File: config.mk
export PLATFORM = sky130hd
export DESIGN_NAME = simon_block_loader_flat
export DESIGN_NICKNAME = d
export VERILOG_FILES = /design/src/rtl/simon_block_loader_if.sv /design/src/rtl/simon_block_loader.sv /design/src/flat_wrapper.sv
export SDC_FILE = /design/constraint.sdc
export NUM_CORES = 1
export LEC_CHECK = 0
export CAP_MARGIN = 20
export CORE_ASPECT_RATIO = 0.7
export CORE_UTILIZATION = 25
export DETAILED_ROUTE_END_ITERATION = 10
export SETUP_SLACK_MARGIN = 0.4
export SLEW_MARGIN = 20
export SYNTH_ARGS = -nofsm -noshare
export SYNTH_HDL_FRONTEND = slang
export SYNTH_SLANG_ARGS = --single-unit
File: constraint.sdc
create_clock -name clk -period 2.3 [get_ports clk]
set_input_delay 0.46 -clock clk [delete_from_list [all_inputs] [get_ports clk]]
set_output_delay 0.46 -clock clk [all_outputs]
set_load 0.005 [all_outputs]
File: src/rtl/simon_block_loader_if.sv
// rtl/simon_block_loader_if.sv - byte-stream, core and ciphertext signals of the SIMON block loader
// err exists only when SIMON_LOADER_TIMEOUT_EN is defined.
interface simon_block_loader_if #(
    parameter int BLOCK_W = 96,
    parameter int KEY_W   = 96
);
    logic [7:0]         s_tdata;
    logic               s_tvalid;
    logic               s_tuser;
    logic               s_tready;
    logic               core_en;
    logic [BLOCK_W-1:0] core_plaintext;
    logic [KEY_W-1:0]   core_key;
    logic               core_done;
    logic [BLOCK_W-1:0] core_ciphertext;
    logic [BLOCK_W-1:0] m_tdata;
    logic               m_tvalid;
    logic               m_tready;
    logic               key_valid;
    logic               busy;
`ifdef SIMON_LOADER_TIMEOUT_EN
    logic               err;
`endif

    // Loader side: consumes the byte stream and core result, produces the block.
    modport slave (
`ifdef SIMON_LOADER_TIMEOUT_EN
        output err,
`endif
        input  s_tdata, s_tvalid, s_tuser, core_done, core_ciphertext, m_tready,
        output s_tready, core_en, core_plaintext, core_key, m_tdata, m_tvalid,
        output key_valid, busy
    );

    modport master (
`ifdef SIMON_LOADER_TIMEOUT_EN
        input  err,
`endif
        output s_tdata, s_tvalid, s_tuser, core_done, core_ciphertext, m_tready,
        input  s_tready, core_en, core_plaintext, core_key, m_tdata, m_tvalid,
        input  key_valid, busy
    );
endinterface

File: src/rtl/simon_block_loader.sv
// rtl/simon_block_loader.sv - byte-stream feeder and result capture for the SIMON-96/96 core
// Optional run timeout with sticky err: define SIMON_LOADER_TIMEOUT_EN.
module simon_block_loader #(
    parameter int BLOCK_W = 96,
    parameter int KEY_W   = 96
`ifdef SIMON_LOADER_TIMEOUT_EN
    ,
    parameter int TIMEOUT = 80
`endif
) (
    input  logic                  clk,
    input  logic                  rst,
    simon_block_loader_if.slave   bus
);
    localparam int BLOCK_BYTES = BLOCK_W / 8;
    localparam int KEY_BYTES   = KEY_W / 8;
    localparam int PT_CNT_W    = $clog2(BLOCK_BYTES + 1);
    localparam int KEY_CNT_W   = $clog2(KEY_BYTES + 1);

    typedef enum logic [1:0] {S_FILL, S_START, S_RUN, S_OUT} state_t;

    state_t               state_q, state_d;
    logic [BLOCK_W-1:0]   pt_q, pt_d;
    logic [KEY_W-1:0]     key_q, key_d;
    logic [PT_CNT_W-1:0]  pt_cnt_q, pt_cnt_d;
    logic [KEY_CNT_W-1:0] key_cnt_q, key_cnt_d;
    logic                 key_valid_q, key_valid_d;
    logic                 core_en_q, core_en_d;
    logic [BLOCK_W-1:0]   m_tdata_q, m_tdata_d;
    logic                 m_tvalid_q, m_tvalid_d;
`ifdef SIMON_LOADER_TIMEOUT_EN
    localparam int RUN_CNT_W = $clog2(TIMEOUT + 1);
    logic [RUN_CNT_W-1:0] run_cnt_q, run_cnt_d;
    logic                 err_q, err_d;
`else
    logic                 run_first_q, run_first_d;
`endif

    logic pt_full;
    logic s_tready;
    logic byte_acc;
    logic run_blank;

    assign pt_full  = (pt_cnt_q == PT_CNT_W'(BLOCK_BYTES));
    // Ready is forced low while rst is held so every output reads 0 in reset.
    assign s_tready = !rst && (state_q == S_FILL) && (bus.s_tuser || !pt_full);
    assign byte_acc = bus.s_tvalid && s_tready;

    // The first S_RUN cycle may still see done left over from the previous block.
`ifdef SIMON_LOADER_TIMEOUT_EN
    assign run_blank = (run_cnt_q == '0);
`else
    assign run_blank = run_first_q;
`endif

    always_comb begin
        state_d     = state_q;
        pt_d        = pt_q;
        key_d       = key_q;
        pt_cnt_d    = pt_cnt_q;
        key_cnt_d   = key_cnt_q;
        key_valid_d = key_valid_q;
        core_en_d   = 1'b0;
        m_tdata_d   = m_tdata_q;
        m_tvalid_d  = m_tvalid_q;
`ifdef SIMON_LOADER_TIMEOUT_EN
        run_cnt_d   = run_cnt_q;
        err_d       = err_q;
`else
        run_first_d = run_first_q;
`endif
        case (state_q)
            S_FILL: begin
                if (byte_acc) begin
                    if (bus.s_tuser) begin
                        key_d = {key_q[KEY_W-9:0], bus.s_tdata};
                        if (key_cnt_q == '0) begin
                            key_valid_d = 1'b0;
                        end
                        if (key_cnt_q == KEY_CNT_W'(KEY_BYTES - 1)) begin
                            key_cnt_d   = '0;
                            key_valid_d = 1'b1;
                        end else begin
                            key_cnt_d = key_cnt_q + 1'b1;
                        end
                    end else begin
                        pt_d     = {pt_q[BLOCK_W-9:0], bus.s_tdata};
                        pt_cnt_d = pt_cnt_q + 1'b1;
                    end
                end else if (pt_full && key_valid_q) begin
                    state_d   = S_START;
                    core_en_d = 1'b1;
                end
            end
            S_START: begin
                state_d = S_RUN;
`ifdef SIMON_LOADER_TIMEOUT_EN
                run_cnt_d = '0;
`else
                run_first_d = 1'b1;
`endif
            end
            S_RUN: begin
`ifndef SIMON_LOADER_TIMEOUT_EN
                run_first_d = 1'b0;
`endif
                if (!run_blank && bus.core_done) begin
                    m_tdata_d  = bus.core_ciphertext;
                    m_tvalid_d = 1'b1;
                    state_d    = S_OUT;
                end
`ifdef SIMON_LOADER_TIMEOUT_EN
                else if (run_cnt_q == RUN_CNT_W'(TIMEOUT - 1)) begin
                    err_d    = 1'b1;
                    pt_cnt_d = '0;
                    state_d  = S_FILL;
                end else begin
                    run_cnt_d = run_cnt_q + 1'b1;
                end
`endif
            end
            S_OUT: begin
                if (bus.m_tready) begin
                    m_tvalid_d = 1'b0;
                    pt_cnt_d   = '0;
                    state_d    = S_FILL;
                end
            end
            default: state_d = S_FILL;
        endcase
    end

    always_ff @(posedge clk) begin
        if (rst) begin
            state_q     <= S_FILL;
            pt_q        <= '0;
            key_q       <= '0;
            pt_cnt_q    <= '0;
            key_cnt_q   <= '0;
            key_valid_q <= 1'b0;
            core_en_q   <= 1'b0;
            m_tdata_q   <= '0;
            m_tvalid_q  <= 1'b0;
`ifdef SIMON_LOADER_TIMEOUT_EN
            run_cnt_q   <= '0;
            err_q       <= 1'b0;
`else
            run_first_q <= 1'b0;
`endif
        end else begin
            state_q     <= state_d;
            pt_q        <= pt_d;
            key_q       <= key_d;
            pt_cnt_q    <= pt_cnt_d;
            key_cnt_q   <= key_cnt_d;
            key_valid_q <= key_valid_d;
            core_en_q   <= core_en_d;
            m_tdata_q   <= m_tdata_d;
            m_tvalid_q  <= m_tvalid_d;
`ifdef SIMON_LOADER_TIMEOUT_EN
            run_cnt_q   <= run_cnt_d;
            err_q       <= err_d;
`else
            run_first_q <= run_first_d;
`endif
        end
    end

    assign bus.s_tready       = s_tready;
    assign bus.core_en        = core_en_q;
    assign bus.core_plaintext = pt_q;
    assign bus.core_key       = key_q;
    assign bus.m_tdata        = m_tdata_q;
    assign bus.m_tvalid       = m_tvalid_q;
    assign bus.key_valid      = key_valid_q;
    assign bus.busy           = (state_q == S_START) || (state_q == S_RUN);
`ifdef SIMON_LOADER_TIMEOUT_EN
    assign bus.err            = err_q;
`endif
endmodule

File: src/flat_wrapper.sv
// flat-port wrapper written by rule: the top's interface ports become plain ports
module simon_block_loader_flat 
#(
    parameter int BLOCK_W = 96,
    parameter int KEY_W   = 96

)
  (clk, rst, bus_s_tdata, bus_s_tvalid, bus_s_tuser, bus_core_done, bus_core_ciphertext, bus_m_tready, bus_s_tready, bus_core_en, bus_core_plaintext, bus_core_key, bus_m_tdata, bus_m_tvalid, bus_key_valid, bus_busy);
  simon_block_loader_if #(.BLOCK_W(BLOCK_W), .KEY_W(KEY_W)) bus_i ();
  input  logic clk;
  input  logic rst;
  input wire logic [$bits(bus_i.s_tdata)-1:0] bus_s_tdata;
  input wire logic [$bits(bus_i.s_tvalid)-1:0] bus_s_tvalid;
  input wire logic [$bits(bus_i.s_tuser)-1:0] bus_s_tuser;
  input wire logic [$bits(bus_i.core_done)-1:0] bus_core_done;
  input wire logic [$bits(bus_i.core_ciphertext)-1:0] bus_core_ciphertext;
  input wire logic [$bits(bus_i.m_tready)-1:0] bus_m_tready;
  output wire logic [$bits(bus_i.s_tready)-1:0] bus_s_tready;
  output wire logic [$bits(bus_i.core_en)-1:0] bus_core_en;
  output wire logic [$bits(bus_i.core_plaintext)-1:0] bus_core_plaintext;
  output wire logic [$bits(bus_i.core_key)-1:0] bus_core_key;
  output wire logic [$bits(bus_i.m_tdata)-1:0] bus_m_tdata;
  output wire logic [$bits(bus_i.m_tvalid)-1:0] bus_m_tvalid;
  output wire logic [$bits(bus_i.key_valid)-1:0] bus_key_valid;
  output wire logic [$bits(bus_i.busy)-1:0] bus_busy;
  assign bus_i.s_tdata = bus_s_tdata;
  assign bus_i.s_tvalid = bus_s_tvalid;
  assign bus_i.s_tuser = bus_s_tuser;
  assign bus_i.core_done = bus_core_done;
  assign bus_i.core_ciphertext = bus_core_ciphertext;
  assign bus_i.m_tready = bus_m_tready;
  assign bus_s_tready = bus_i.s_tready;
  assign bus_core_en = bus_i.core_en;
  assign bus_core_plaintext = bus_i.core_plaintext;
  assign bus_core_key = bus_i.core_key;
  assign bus_m_tdata = bus_i.m_tdata;
  assign bus_m_tvalid = bus_i.m_tvalid;
  assign bus_key_valid = bus_i.key_valid;
  assign bus_busy = bus_i.busy;
  simon_block_loader #(.BLOCK_W(BLOCK_W), .KEY_W(KEY_W)) u_core (.clk(clk), .rst(rst), .bus(bus_i));
endmodule
==> impl_metrics.toml <==
[floorplan]
die_w_um = 248
ios = 403
initial_core_util_pct = 25.6
fp-row-count = 62
die-area_um2 = 43200
coreArea_um2 = 41400
die_y_um = 174

[route]
wl_um = 35400
vias = 10200
drt_first_pass_iters = 4
avgViaCountPerCell = 4.43
wl_per_cell_um = 15.4
drc_errors = 0
initialDrtViolationCount = 531
ant_nets = 0

[clock_network]
htree_levels = 1
clock_latency_ns = 0.57
cts_tree = "done"
root_buffer = "clkbuf_16"
path_clk_slew_ns = 0.06
clock_path_buffers = 3
cts_hold_buffers = 0
clock-sinks = 302
cts_made_buffers = 31

[finish]
nFillCells = 4280
final_layout_size_suffix_gt1_share_pct = 10.9
nets = 1860
seq_area_um2 = 6140
multi_input_area_um2 = 4200
final_cell_mix = "587 x nand2_1, 300 x a21oi_1, 245 x dlygate4sd2_1"
syn_to_final_growth_pct = 55.2
num_antenna_cells = 0
final_common_cell = "nand2_1"

[placement]
port_buffers = 402
dp_hpwl_um = 23700
gp_congestion = 0.800

[sta]
skew_ns = 0.0135
fin_crit_sh_pct = 84.3
max_freq_ghz = 0.516
rsz0062_at_grt = "true"
hold_viol_final = 0
finalSetupViolCount = 0
fin_tns_setup_ns = 0
whs_ns = 0.215
worstMarginPinSlew_ns = 0.933
min_period_ns = 1.94
slew_viol_final = 0
relSlewSlack_pct = 37.8

[synthesis]
synth_edf_count = 0
syn-num-nets = 1469
yosysSeqAreaShare_pct = 57.0
yosysTopAreaCell = "dfxtp_1"
synth_warnings = 0
synthDistinctLibCells = 36
ys_ff_latch = 302
synth_top_area_share_pct = 57.0
avgSynthCellArea_um2 = 7.85
syn_inst = 1351
syn-cell-area_um2 = 10600
ys.flop_type = "dfxtp_1"
synth.area.top_cells = "dfxtp_1 57%, nand2_1 21%, a21oi_1 14%"
synthArstFlopShare_pct = 0

[critical_path]
setup.worst_path.end_class = "output pin"
crit_slowest_cell = "dfxtp_2"
crit_path_max_fanout = 2
cp.required_ns = 1.84
startpoint_type = "flip-flop"
path_buf_inv = 2
arrival_ns = 1.48
crit_chain = "inv_2 > ha_4 > nand3_4 > nor2_2 > nor2_1 > buf_2"
critPathMaxStageDelay_ns = 0.32
cp_top_family = "flip-flops"
path_class = "flip-flop to output pin"

[global_routing]
grt_pass1_vias = 9733
grt_start_max_net_pins = 168
antenna_found_initial = 0
grt_overflow = 0
grt_pass1_wl_um = 53500
grt_usage_pct = 15.4

[pwr]
finalPower_mw = 11.0
leakage_nw = 7.44
power_density_nw_per_um2 = 666
vdd_drop_max_v = 0.000495

[run_status]
status = "completed"

[job]
maxCapViolCount = 0

[hold_path]
hp-class = "primary input to flip-flop"
-- state kept, by name (all words and copies together), names as in the netlist --
register / cells
u_core.bus.core_key: 96
u_core.bus.core_plaintext: 96
u_core.bus.m_tdata: 96
u_core.key_cnt_q: 4
u_core.pt_cnt_q: 4
u_core.state_q: 2
u_core.bus.core_en: 1
u_core.bus.key_valid: 1
u_core.bus.m_tvalid: 1
u_core.run_blank: 1
-- timing repair --
| item | in CTS | in global routing |
|---|---|---|
| buffers inserted | 22 | 5 |
| pin swaps | 3 | 3 |
| gates cloned | 0 | 2 |
| endpoints found under the setup margin | 373 | 142 |
| resized for setup | 337 | 50 |
-- routing by layer --
metal / share of wire, % / GRT usage [%]
met3: 7.5 / 4.82
met2: 47 / 25.5
met4: 2.5 / 4.17
met5: 0 / 0
met1: 43 / 19.1
-- path summary, 6_finish.rpt --
kind,start,to,slack (ns),cells past startpoint
worst max-delay path,u_core.pt_cnt_q[1],bus_s_tready,0.36,6
worst min register to register,u_core.bus.m_tdata[47],u_core.bus.m_tdata[47],0.45,2
worst min-delay path,rst,u_core.bus.core_key[87],0.22,2
worst max register to register,u_core.state_q[1],u_core.bus.core_plaintext[27],0.50,8
-- report_power, final --
| group | switching (mW) | leakage (nW) | total [mW] | internal, mW |
|---|---|---|---|---|
| Clock | 2.14 | 0.495 | 5.12 | 2.98 |
| Sequential | 0.0189 | 2.47 | 5.27 | 5.25 |
| Combinational | 0.284 | 4.48 | 0.559 | 0.275 |
-- final cells by class --
class	instances	share of cell area, %
clock buffers	44	5.32
repair buffers	454	26.6
clock inverters	11	0.890
well taps	544	4.14
flip-flops and latches	302	37.4
multi-input cells	946	25.6
inverters	7	0.160
-- kinds of logic (layout without fill, tap and decap cells) --
family / count (synthesis) / in the layout / share of synthesized area (%)
compound gates: 314 / 314 / 15.1
xor+xnor: 1 / 1 / 0.0826
fa+ha+maj: 8 / 8 / 0.944
buf+inv: 104 / 516 / 4.05
flops: 302 / 302 / 57.0
simple gates: 622 / 623 / 22.7
-- metrics by stage --
step / util (%) / worst slack [ns] / instance area (um2) / instances
2_1_floorplan: - / 0.648 / 10600 / 1351
6_report: 39.7 / 0.362 / 16400 / 2308
5_1_grt: 39.7 / 0.268 / 16400 / 2308
4_1_cts: 39.2 / 0.309 / 16200 / 2301
3_3_place_gp: 36.8 / 0.116 / 15200 / 2224
3_5_place_dp: 36.8 / 0.0316 / 15200 / 2224
-- cell usage after synthesis, drive strengths merged, types with 2 or more instances --
cell type  instances
inv                7
and2               2
nor2b              3
nand2            590
buf               26
nand3              5
o21ai              2
a31o               2
nor2               5
clkbuf            71
ha                 8
and3               2
nand2b             6
a21oi            300
dfxtp            302
nand4              2
a211oi             2
Note: power is estimated with default switching activity, not from simulation.
